$ cat src/rtl/decrypt_scheduler_if.sv
// Request/response handshake bundle between the two frame sources, the
// decrypt scheduler and the plaintext consumer.
interface decrypt_scheduler_if #(
    parameter int DATA_W = 78,
    parameter int OUT_W  = 60
);
    logic              req0_valid;
    logic              req0_ready;
    logic [DATA_W-1:0] req0_data;
    logic              req1_valid;
    logic              req1_ready;
    logic [DATA_W-1:0] req1_data;
    logic              resp_valid;
    logic              resp_ready;
    logic [OUT_W-1:0]  resp_data;
    logic              resp_chan;

    modport slave (
        input  req0_valid, req0_data, req1_valid, req1_data, resp_ready,
        output req0_ready, req1_ready, resp_valid, resp_data, resp_chan
    );

    modport master (
        output req0_valid, req0_data, req1_valid, req1_data, resp_ready,
        input  req0_ready, req1_ready, resp_valid, resp_data, resp_chan
    );
endinterface

$ cat src/rtl/decrypt_scheduler.sv
// Round-robin sharing of one Decrypter between two channels, one frame in
// flight; returns the captured plaintext tagged with the issuing channel.
//
// state   | meaning
// IDLE    | no frame in flight, arbitrating between req0/req1
// WAIT    | frame held on dec_data, counting down the Decrypter latency
// RESP    | plaintext held on the response port until resp_ready
module decrypt_scheduler #(
    parameter int DATA_W  = 78,
    parameter int OUT_W   = 60,
    parameter int LATENCY = 2,
    parameter int CNT_W   = 16
) (
    input  logic                 Clk,
    input  logic                 Rst_n,
    decrypt_scheduler_if.slave   bus,
    output logic [DATA_W-1:0]    dec_data,
    input  logic [OUT_W-1:0]     dec_result,
    output logic                 busy,
    output logic [CNT_W-1:0]     done_count
);

    typedef enum logic [1:0] {
        ST_IDLE = 2'd0,
        ST_WAIT = 2'd1,
        ST_RESP = 2'd2
    } state_t;

    localparam logic [3:0] WAIT_LOAD = 4'(LATENCY);

    state_t              state_q, state_d;
    logic [DATA_W-1:0]   dec_data_q, dec_data_d;
    logic [OUT_W-1:0]    resp_data_q, resp_data_d;
    logic                resp_chan_q, resp_chan_d;
    logic                resp_valid_q, resp_valid_d;
    logic                busy_q, busy_d;
    logic                last_grant_q, last_grant_d;
    logic [CNT_W-1:0]    done_count_q, done_count_d;
    logic [3:0]          wait_cnt_q, wait_cnt_d;

    logic grant0, grant1, accept0, accept1;

    // On contention the channel that did not win last time gets the grant.
    always_comb begin
        grant1  = bus.req1_valid & (~bus.req0_valid | ~last_grant_q);
        grant0  = bus.req0_valid & ~grant1;
        accept0 = (state_q == ST_IDLE) & grant0;
        accept1 = (state_q == ST_IDLE) & grant1;
    end

    always_comb begin
        state_d      = state_q;
        dec_data_d   = dec_data_q;
        resp_data_d  = resp_data_q;
        resp_chan_d  = resp_chan_q;
        resp_valid_d = resp_valid_q;
        last_grant_d = last_grant_q;
        done_count_d = done_count_q;
        wait_cnt_d   = wait_cnt_q;

        case (state_q)
            ST_IDLE: begin
                if (accept0 | accept1) begin
                    dec_data_d   = accept1 ? bus.req1_data : bus.req0_data;
                    resp_chan_d  = accept1;
                    last_grant_d = accept1;
                    wait_cnt_d   = WAIT_LOAD;
                    state_d      = ST_WAIT;
                end
            end
            ST_WAIT: begin
                // Counter runs down to zero first, so capture lands LATENCY+1
                // edges after accept, one edge after the result has settled.
                if (wait_cnt_q == 4'd0) begin
                    resp_data_d  = dec_result;
                    resp_valid_d = 1'b1;
                    state_d      = ST_RESP;
                end else begin
                    wait_cnt_d = wait_cnt_q - 4'd1;
                end
            end
            ST_RESP: begin
                if (bus.resp_ready) begin
                    resp_valid_d = 1'b0;
                    done_count_d = done_count_q + CNT_W'(1);
                    state_d      = ST_IDLE;
                end
            end
            default: begin
                state_d = ST_IDLE;
            end
        endcase

        busy_d = (state_d != ST_IDLE);
    end

    always_ff @(posedge Clk or negedge Rst_n) begin
        if (!Rst_n) begin
            state_q      <= ST_IDLE;
            dec_data_q   <= '0;
            resp_data_q  <= '0;
            resp_chan_q  <= 1'b0;
            resp_valid_q <= 1'b0;
            busy_q       <= 1'b0;
            last_grant_q <= 1'b1;
            done_count_q <= '0;
            wait_cnt_q   <= 4'd0;
        end else begin
            state_q      <= state_d;
            dec_data_q   <= dec_data_d;
            resp_data_q  <= resp_data_d;
            resp_chan_q  <= resp_chan_d;
            resp_valid_q <= resp_valid_d;
            busy_q       <= busy_d;
            last_grant_q <= last_grant_d;
            done_count_q <= done_count_d;
            wait_cnt_q   <= wait_cnt_d;
        end
    end

    assign bus.req0_ready = accept0;
    assign bus.req1_ready = accept1;
    assign bus.resp_valid = resp_valid_q;
    assign bus.resp_data  = resp_data_q;
    assign bus.resp_chan  = resp_chan_q;
    assign dec_data       = dec_data_q;
    assign busy           = busy_q;
    assign done_count     = done_count_q;

endmodule
$ cat src/flat_wrapper.sv
// flat-port wrapper written by rule: the top's interface ports become plain ports
module decrypt_scheduler_flat 
#(
    parameter int DATA_W  = 78,
    parameter int OUT_W   = 60,
    parameter int LATENCY = 2,
    parameter int CNT_W   = 16
)
  (Clk, Rst_n, dec_data, dec_result, busy, done_count, bus_req0_valid, bus_req0_data, bus_req1_valid, bus_req1_data, bus_resp_ready, bus_req0_ready, bus_req1_ready, bus_resp_valid, bus_resp_data, bus_resp_chan);
  decrypt_scheduler_if #(.DATA_W(DATA_W), .OUT_W(OUT_W)) bus_i ();
  input  logic Clk;
  input  logic Rst_n;
  output logic [DATA_W-1:0] dec_data;
  input  logic [OUT_W-1:0] dec_result;
  output logic busy;
  output logic [CNT_W-1:0] done_count;
  input wire logic [$bits(bus_i.req0_valid)-1:0] bus_req0_valid;
  input wire logic [$bits(bus_i.req0_data)-1:0] bus_req0_data;
  input wire logic [$bits(bus_i.req1_valid)-1:0] bus_req1_valid;
  input wire logic [$bits(bus_i.req1_data)-1:0] bus_req1_data;
  input wire logic [$bits(bus_i.resp_ready)-1:0] bus_resp_ready;
  output wire logic [$bits(bus_i.req0_ready)-1:0] bus_req0_ready;
  output wire logic [$bits(bus_i.req1_ready)-1:0] bus_req1_ready;
  output wire logic [$bits(bus_i.resp_valid)-1:0] bus_resp_valid;
  output wire logic [$bits(bus_i.resp_data)-1:0] bus_resp_data;
  output wire logic [$bits(bus_i.resp_chan)-1:0] bus_resp_chan;
  assign bus_i.req0_valid = bus_req0_valid;
  assign bus_i.req0_data = bus_req0_data;
  assign bus_i.req1_valid = bus_req1_valid;
  assign bus_i.req1_data = bus_req1_data;
  assign bus_i.resp_ready = bus_resp_ready;
  assign bus_req0_ready = bus_i.req0_ready;
  assign bus_req1_ready = bus_i.req1_ready;
  assign bus_resp_valid = bus_i.resp_valid;
  assign bus_resp_data = bus_i.resp_data;
  assign bus_resp_chan = bus_i.resp_chan;
  decrypt_scheduler #(.DATA_W(DATA_W), .OUT_W(OUT_W), .LATENCY(LATENCY), .CNT_W(CNT_W)) u_core (.Clk(Clk), .Rst_n(Rst_n), .bus(bus_i), .dec_data(dec_data), .dec_result(dec_result), .busy(busy), .done_count(done_count));
endmodule
$ cat config.mk
export PLATFORM = sky130hd
export DESIGN_NAME = decrypt_scheduler_flat
export DESIGN_NICKNAME = d
export VERILOG_FILES = /design/src/rtl/decrypt_scheduler_if.sv /design/src/rtl/decrypt_scheduler.sv /design/src/flat_wrapper.sv
export SDC_FILE = /design/constraint.sdc
export NUM_CORES = 1
export LEC_CHECK = 0
export CORE_AREA = 5 5 143 145
export CTS_BUF_LIST = sky130_fd_sc_hd__clkbuf_4
export DETAILED_ROUTE_END_ITERATION = 10
export DIE_AREA = 0 0 148 150
export PLACE_DENSITY_LB_ADDON = 0.12
export SYNTH_ARGS = -nofsm -noshare
export SYNTH_HDL_FRONTEND = slang
export SYNTH_SLANG_ARGS = --single-unit
$ cat constraint.sdc
create_clock -name Clk -period 4.9 [get_ports Clk]
set_clock_uncertainty 0.05 [all_clocks]
set_input_delay 0.49 -clock Clk [delete_from_list [all_inputs] [get_ports Clk]]
set_output_delay 0.49 -clock Clk [all_outputs]
set_load 0.1 [all_outputs]
==> results of run 1 <==
==> path summary, 6_finish.rpt <==
| check | start | endpoint | slack (ns) |
|---|---|---|---|
| max reg2reg | u_core.state_q[1] | u_core.dec_data[63] | 2.29 |
| min reg2reg | u_core.done_count[15] | u_core.done_count[15] | 0.43 |
| max | u_core.state_q[1] | bus_req0_ready | 1.73 |
| max in group asynchronous | Rst_n | u_core.bus.resp_data[27] | 3.19 |
| min in group asynchronous | Rst_n | u_core.done_count[14] | 0.57 |
| min | u_core.done_count[15] | u_core.done_count[15] | 0.43 |
==> Yosys cell counts, types with 3 or more instances <==
cell	n
a221o_1	78
and2_0	47
and2_1	31
buf_2	22
clkbuf_1	8
dfrtp_1	163
ha_1	3
inv_1	4
mux2_2	61
nand2_1	10
nand3_1	5
nand4_1	4
nor2_1	4
o21ai_0	4
xnor2_1	11
xor2_1	4
==> registers in the layout, summed over array words and instances (netlist names) <==
name,cells
u_core.wait_cnt_q,4
u_core.bus.resp_data,60
u_core.busy,1
u_core.bus.resp_valid,1
u_core.dec_data,78
u_core.bus.resp_chan,1
u_core.last_grant_q,1
u_core.done_count,16
u_core.state_q,2
==> logic make-up (layout without fill, tap and decap cells) <==
| family | Yosys count | after routing |
|---|---|---|
| DFF | 164 | 164 |
| and+or+nand+nor | 116 | 116 |
| AOI/OAI and AO/OA | 92 | 92 |
| muxes | 63 | 63 |
| buffers and inverters | 36 | 422 |
| xor gates and xnor gates | 15 | 15 |
| adders and majority gates | 3 | 3 |
| other | 0 | 1 |
==> metal layers <==
layer / vias up / routed length (µm) / GRT usage [%]
met4: 0 / 498 / 7.30
met1: 2747 / 8380 / 22.9
met3: 30 / 1810 / 6.81
li1: 2549 / - / -
met2: 247 / 11800 / 34.8
met5: - / 0 / 0
==> layout make-up <==
type | instances | share of cell area [%]
inverter | 4 | 0.136
multi-input combinational | 289 | 22.5
timing repair buffer | 387 | 34.8
sequential | 164 | 37.1
clock buffer | 17 | 1.15
clock inverter | 14 | 1.68
tap | 238 | 2.69
antenna | 1 | 0.0226
==> critical path: stages (launching register included) <==
cell,delay (ns)
dfrtp_1,0.47
nor2_2,0.29
nand2_2,0.14
a21oi_4,0.76
buf_4,0.43
==> repair_timing <==
action,4_1_cts,5_1_grt
hold buffers,1,0
gates resized for setup,0,0
setup endpoints to repair,0,0
hold endpoints to repair,48,0
buffers inserted,0,0
==> placed cells by master (no fill, tap or decap), types with 3 or more instances in the layout <==
master and n:
a221o_1 78, and2_0 47, and2_1 31, buf_4 9
bufinv_16 4, clkbuf_4 17, clkdlybuf4s50_1 376, clkinv_2 4
clkinv_4 3, dfrtp_1 163, ha_1 3, inv_1 4
mux2_2 61, nand2_1 10, nand3_1 5, nand4_1 4
nor2_1 4, o21ai_0 4, xnor2_1 11, xor2_1 4
==> stage by stage <==
step | setup slack [ns] | instance area, µm² | hold WS (ns)
6_report | 1.73 | 11100 | 0.430
2_1_floorplan | 2.62 | 6750 | 0.144
4_1_cts | 1.63 | 11100 | 0.429
3_3_place_gp | 1.91 | 10800 | 0.410
5_1_grt | 1.48 | 11100 | 0.418
3_5_place_dp | 1.87 | 10800 | 0.418
==> results.rst, run 1 <==
.. list-table::
   :header-rows: 1

   * - Metric
     - Value
   * - Post-Synthesis Cell Area
     - between 6000 and 7000 µm²
   * - Worst rel slew slack
     - between 20% and 30%
   * - Clk pin slew, worst setup/hold paths
     - between 0.1 and 0.15 ns
   * - Die Span Y
     - about 150 µm
   * - Post-route non-filler standard cell count
     - roughly 1100
   * - Global-route wire length before repair
     - roughly 34 mm
   * - Post-route clock period utilization
     - roughly 65%
   * - Antenna viol nets, final
     - 0
   * - Synthesized area divided by synthesized cell count
     - approximately 14 µm²
   * - Htree depth
     - 4
   * - Final design utilization
     - approximately 58%
   * - Run status
     - completed
   * - # Max-Cap Violations
     - 0
   * - Number of cell instances on the worst register-to-register path
     - 5
   * - Post-synth top area share
     - about three fifths
   * - Global router's overall resource usage
     - between 10% and 20%
   * - Total Routed Length
     - ~23 mm
   * - Cell count after synthesis
     - 489
   * - Router iterations before antenna repair
     - 4
   * - Setup crit end kind
     - output pin
   * - Ranking of synthesized cells by area
     - dfrtp_1 60%, a221o_1 12%, mux2_2 10%
   * - Syn-to-layout area delta
     - 64.3%
   * - Period minus WS final
     - between 3 and 4 ns
   * - Sink count of the clock tree
     - 164
   * - Share of final-layout standard cells stronger than drive strength 1
     - approximately 13%
   * - Rows
     - between 50 and 60
   * - Share of synthesized area spent on multiplexers
     - 10.5%
   * - Adder-cell share of the synthesized area
     - less than 1%
   * - Startpoint Class
     - flip-flop
   * - Post-Synth XOR/XNOR Area
     - 1.95%
   * - DP Wirelength
     - 17.0 mm
   * - Clock latency on the worst-skew pair
     - 0.52 ns
   * - Unrepaired setup endpoints after global routing
     - false
   * - Fraction of registers with async set or reset after synthesis
     - 100%
   * - Warnings, synthesis
     - 0
   * - Pin count of the biggest net entering global routing
     - about 100
   * - Transition time at the pin with the least slew margin
     - ~1.1 ns
   * - Total number of vias
     - between 5000 and 6000
   * - Clock Tree Buf Depth
     - 2
   * - Worst Hold Depth
     - 1
   * - Hold/Removal Path Class
     - reg2reg
   * - Flops & latches, synth
     - about 160
   * - Area fraction in compound gates after synthesis
     - a little over an eighth
   * - Number of clock buffers inserted by TritonCTS
     - 17
   * - Final hold viol count
     - 0
   * - TritonCTS clock tree
     - done
   * - Number of violations reported at the end of detailed-routing iteration 0
     - about 260
   * - Main flop type after synthesis
     - dfrtp_1
   * - Setup TNS
     - 0 ns
   * - GP Congestion
     - approximately 0.8
   * - Area of the placeable core
     - about 19000 µm²
   * - Total area of sequential cells
     - a little over 4000 µm²
   * - Final Max Slew Viols
     - 0
   * - Leading area contributor after synthesis
     - dfrtp_1
   * - Ratio of routed vias to standard cells
     - ~5
   * - Avg WL per Cell
     - 20.2 µm
   * - Initial antenna violation count
     - 1
   * - Starting density of the core
     - 35.4%
   * - Via count of the first global-routing pass
     - approximately 6000
   * - Number of enable flip-flop cells after synthesis
     - 0
   * - CTS Root Buffer Type
     - clkbuf_4
   * - Inst Count DP
     - 1081
   * - Largest fanout of any net on the critical path
     - 36
   * - Number of distinct library cell variants in the gate-level netlist after synthesis
     - 39
   * - CP required
     - between 4 and 5 ns
   * - Setup violation total in the final timing report
     - 0
   * - Post-layout net count
     - approximately 1100
   * - Simple-gate share of the synthesized area
     - a little over a tenth
   * - Die X
     - about 150 µm
   * - I/O Buffers
     - approximately 380
   * - Data arrival time of the worst path
     - between 2 and 3 ns
   * - Area of the die
     - 22200 µm²
   * - Number of ports placed on the die boundary
     - 380
   * - Dominant combinational cell family by area after synthesis
     - compound AO/OA/AOI/OAI gates
   * - Type of the worst setup path
     - reg2out
   * - Seq/Total Area, Yosys
     - 60.9%
   * - Number of fill cells
     - between 1500 and 2000
   * - Achievable frequency
     - 315 MHz
   * - Post-Synthesis Net Count
     - between 700 and 800
   * - DRC violation count after routing
     - 0
   * - Footprint of the multi-input gates
     - 2490 µm²
   * - Grt ovf
     - 0
Power of run 1 is left out: the tool's default activity adds up to more than one toggle a clock period on the data nets, which glitch-free logic cannot reach.
==> run 2, diff against run 1 <==
--- a/config.mk
+++ b/config.mk
@@ -5,10 +5,10 @@
 export SDC_FILE = /design/constraint.sdc
 export NUM_CORES = 1
 export LEC_CHECK = 0
-export CORE_AREA = 5 5 143 145
+export CORE_MARGIN = 5
+export CORE_UTILIZATION = 36
 export CTS_BUF_LIST = sky130_fd_sc_hd__clkbuf_4
 export DETAILED_ROUTE_END_ITERATION = 10
-export DIE_AREA = 0 0 148 150
 export PLACE_DENSITY_LB_ADDON = 0.12
 export SYNTH_ARGS = -nofsm -noshare
 export SYNTH_HDL_FRONTEND = slang
==> constraint.sdc (replaced) <==
create_clock -name Clk -period 2.85 [get_ports Clk]
set_clock_uncertainty 0.05 [all_clocks]
set_input_delay 0.285 -clock Clk [delete_from_list [all_inputs] [get_ports Clk]]
set_output_delay 0.285 -clock Clk [all_outputs]
set_load 0.1 [all_outputs]
==> run 2 against run 1 <==
Sequential cell count unchanged; final area decreased by 2.6%; via count decreased by 0.50%; routed wire length increased by 2.5%; global-route usage increased by 1.3 points; non-clock buffer count increased by 5; setup slack got worse by 1.2 ns; worst hold slack got worse by 0.25 ns; first-iteration DRC count decreased by 15%; count of clock-buffer cells in the layout unchanged; die area decreased by 2.8%; sequential share of layout area increased by 0.97 points.
==> results.rst, run 2 (synthesis gave the netlist of run 1 again) <==
.. list-table::
   :header-rows: 1

   * - Metric
     - Value
   * - Flip-flop count of the largest register, all copies and words added
     - 78 (unchanged)
   * - Rows
     - 50 (-2.0%)
   * - Avg WL per Cell
     - 20.7 µm (+2.3%)
   * - Sink count of the clock tree
     - 164 (unchanged)
   * - Setup violation total in the final timing report
     - 0 (unchanged)
   * - Buffers inserted by post-CTS timing repair
     - 0 (unchanged)
   * - Setup TNS
     - 0 ns (unchanged)
   * - Setup crit end kind
     - output pin
   * - Slowest cell on crit path
     - dfrtp_1
   * - Clk pin slew, worst setup/hold paths
     - 0.15 ns (about the same)
   * - Area of the die
     - 21600 µm² (-2.8%)
   * - Area of the placeable core
     - 18600 µm² (-2.6%)
   * - Pre-CTS WS
     - 0.626 ns (-1.25 ns)
   * - CP peak stage delay
     - 0.48 ns (-0.28 ns)
   * - Global-route wire length before repair
     - 35.7 mm (+3.7%)
   * - Worst flop-to-flop path startpoint
     - u_core.wait_cnt_q[0]
   * - Transition time at the pin with the least slew margin
     - 0.648 ns (-0.410 ns)
   * - Syn-to-layout area delta
     - 60.0%
   * - DP Wirelength
     - 18.0 mm (+5.9%)
   * - Buffering stage count on the worst path with inverters included
     - 1 (unchanged)
   * - Worst rel slew slack
     - 56.7% (+27 points)
   * - Hold/Removal Path Class
     - in2async
   * - GP Congestion
     - 0.827 (+3.2%)
   * - Grt ovf
     - 0 (unchanged)
   * - Die X
     - 147 µm (-0.76%)
   * - Htree depth
     - 4 (unchanged)
   * - Highest-count cells in the layout ignoring fill and taps
     - 219 x clkdlybuf4s50_1, 166 x buf_4, 163 x dfrtp_1
   * - Startpoint Class
     - flip-flop
   * - # Max-Cap Violations
     - 0 (unchanged)
   * - Dominant delay contributor by cell family on the critical path
     - flip-flops
   * - Pin count of the biggest net entering global routing
     - 82 (-19%)
   * - Ratio of routed vias to standard cells
     - 4.97 (-0.68%)
   * - Number of clock buffers inserted by TritonCTS
     - 17 (unchanged)
   * - Starting density of the core
     - 36.3% (+0.95 points)
   * - TritonCTS clock tree
     - done
   * - Period minus WS final
     - 2.29 ns
   * - Final design utilization
     - 58.1% (about the same)
   * - Final hold viol count
     - 0 (unchanged)
   * - Slack of the worst reg-to-reg path
     - 0.64 ns (-1.65 ns)
   * - Capturing point of the worst reg2reg path
     - u_core.bus.resp_data[18]
   * - I/O Buffers
     - 379 (unchanged)
   * - Type of the worst setup path
     - reg2out
   * - CP required
     - 2.52 ns (-1.84 ns)
   * - Number of cell instances on the worst register-to-register path
     - 6 (+1)
   * - Initial antenna violation count
     - 1 (unchanged)
   * - CTS Root Buffer Type
     - clkbuf_4
   * - Commonest non-fill, non-tap cell in the layout
     - clkdlybuf4s50_1
   * - Final worst hold slack
     - 0.177 ns (-0.253 ns)
   * - Total number of vias
     - 5545 (-0.50%)
   * - Largest fanout of any net on the critical path
     - 9 (-75%)
   * - Number of violations reported at the end of detailed-routing iteration 0
     - 220 (-15%)
   * - Post-route clock period utilization
     - approximately four fifths
   * - Data arrival time of the worst path
     - 1.95 ns (-0.68 ns)
   * - DRC violation count after routing
     - 0 (unchanged)
   * - Post-layout net count
     - 1092 (+0.46%)
   * - Antenna viol nets, final
     - 0 (unchanged)
   * - Clock latency on the worst-skew pair
     - 0.55 ns (+0.03 ns)
   * - Via count of the first global-routing pass
     - 6162 (-0.15%)
   * - Number of resized instances in the post-cts repair step
     - 0 (unchanged)
   * - Router iterations before antenna repair
     - 5 (+1)
   * - Global router's overall resource usage
     - 21.2% (+1.3 points)
   * - Die Span Y
     - 147 µm (-2.1%)
   * - Share of final-layout standard cells stronger than drive strength 1
     - 31.1% (+18 points)
   * - Worst-case setup margin in the final layout
     - 0.563 ns (-1.17 ns)
   * - Achievable frequency
     - approximately 440 MHz
   * - Total Routed Length
     - 23.1 mm (+2.5%)
   * - Run status
     - completed
   * - Clock Tree Buf Depth
     - 2 (unchanged)
   * - Worst-path cell chain
     - nor2_2, nand2_1, a21oi_4, buf_12
   * - Number of ports placed on the die boundary
     - 380 (unchanged)
   * - Final Max Slew Viols
     - 0 (unchanged)
   * - Unrepaired setup endpoints after global routing
     - false
==> run 2: cell count changes in the layout (fill, tap and decap cells not counted), sizes merged <==
cell,before,now
buf,10,172
clkdlybuf4s50,376,219
inv,5,10
clkinv,8,3
clkinvlp,1,2
==> run 2: worst max path at each step <==
stage	startpoint	end	slack (ns)	cells past startpoint
floorplan	u_core.done_count[0]	u_core.done_count[14]	0.57	5
global placement	u_core.wait_cnt_q[0]	u_core.bus.resp_data[32]	0.67	6
detailed placement	u_core.wait_cnt_q[0]	u_core.bus.resp_data[45]	0.63	6
CTS	u_core.state_q[0]	bus_req1_ready	0.49	4
global route	u_core.state_q[0]	bus_req1_ready	0.36	4
finish	u_core.state_q[1]	bus_req1_ready	0.56	4
==> run 2: per-layer routing <==
metal  global-route usage [%]  vias up  routed length, µm  part of all wire [%]
met5                        0        -                  0                     0
met2                     36.1      264              11700                    51
met4                     6.77        0                486                   2.1
met1                     25.1     2692               8920                    39
li1                         -     2563                  -                     -
met3                     7.71       26               2000                   8.7
==> run 2: layout make-up <==
type,count,area [µm²]
fill,1546,7780
sequential,164,4110
timing repair buffer,392,3560
multi-input combinational,289,2490
tap,234,293
clock inverter,15,200
clock buffer,17,128
inverter,4,15.0
antenna,1,2.50
==> run 2: repair_timing <==
| action | 4_1_cts | 5_1_grt |
|---|---|---|
| hold buffers | 1 | 0 |
| endpoints found under the hold margin | 52 | 0 |
| setup endpoints to repair | 0 | 0 |
==> run 2: per-stage QoR <==
step	cells	instance area, µm²
after global placement	1082	10500
after detailed placement	1082	10500
after floorplan	489	6750
after global routing	1116	10800
final	1116	10800
after CTS	1115	10800
Power of run 2 is left out for the same reason.
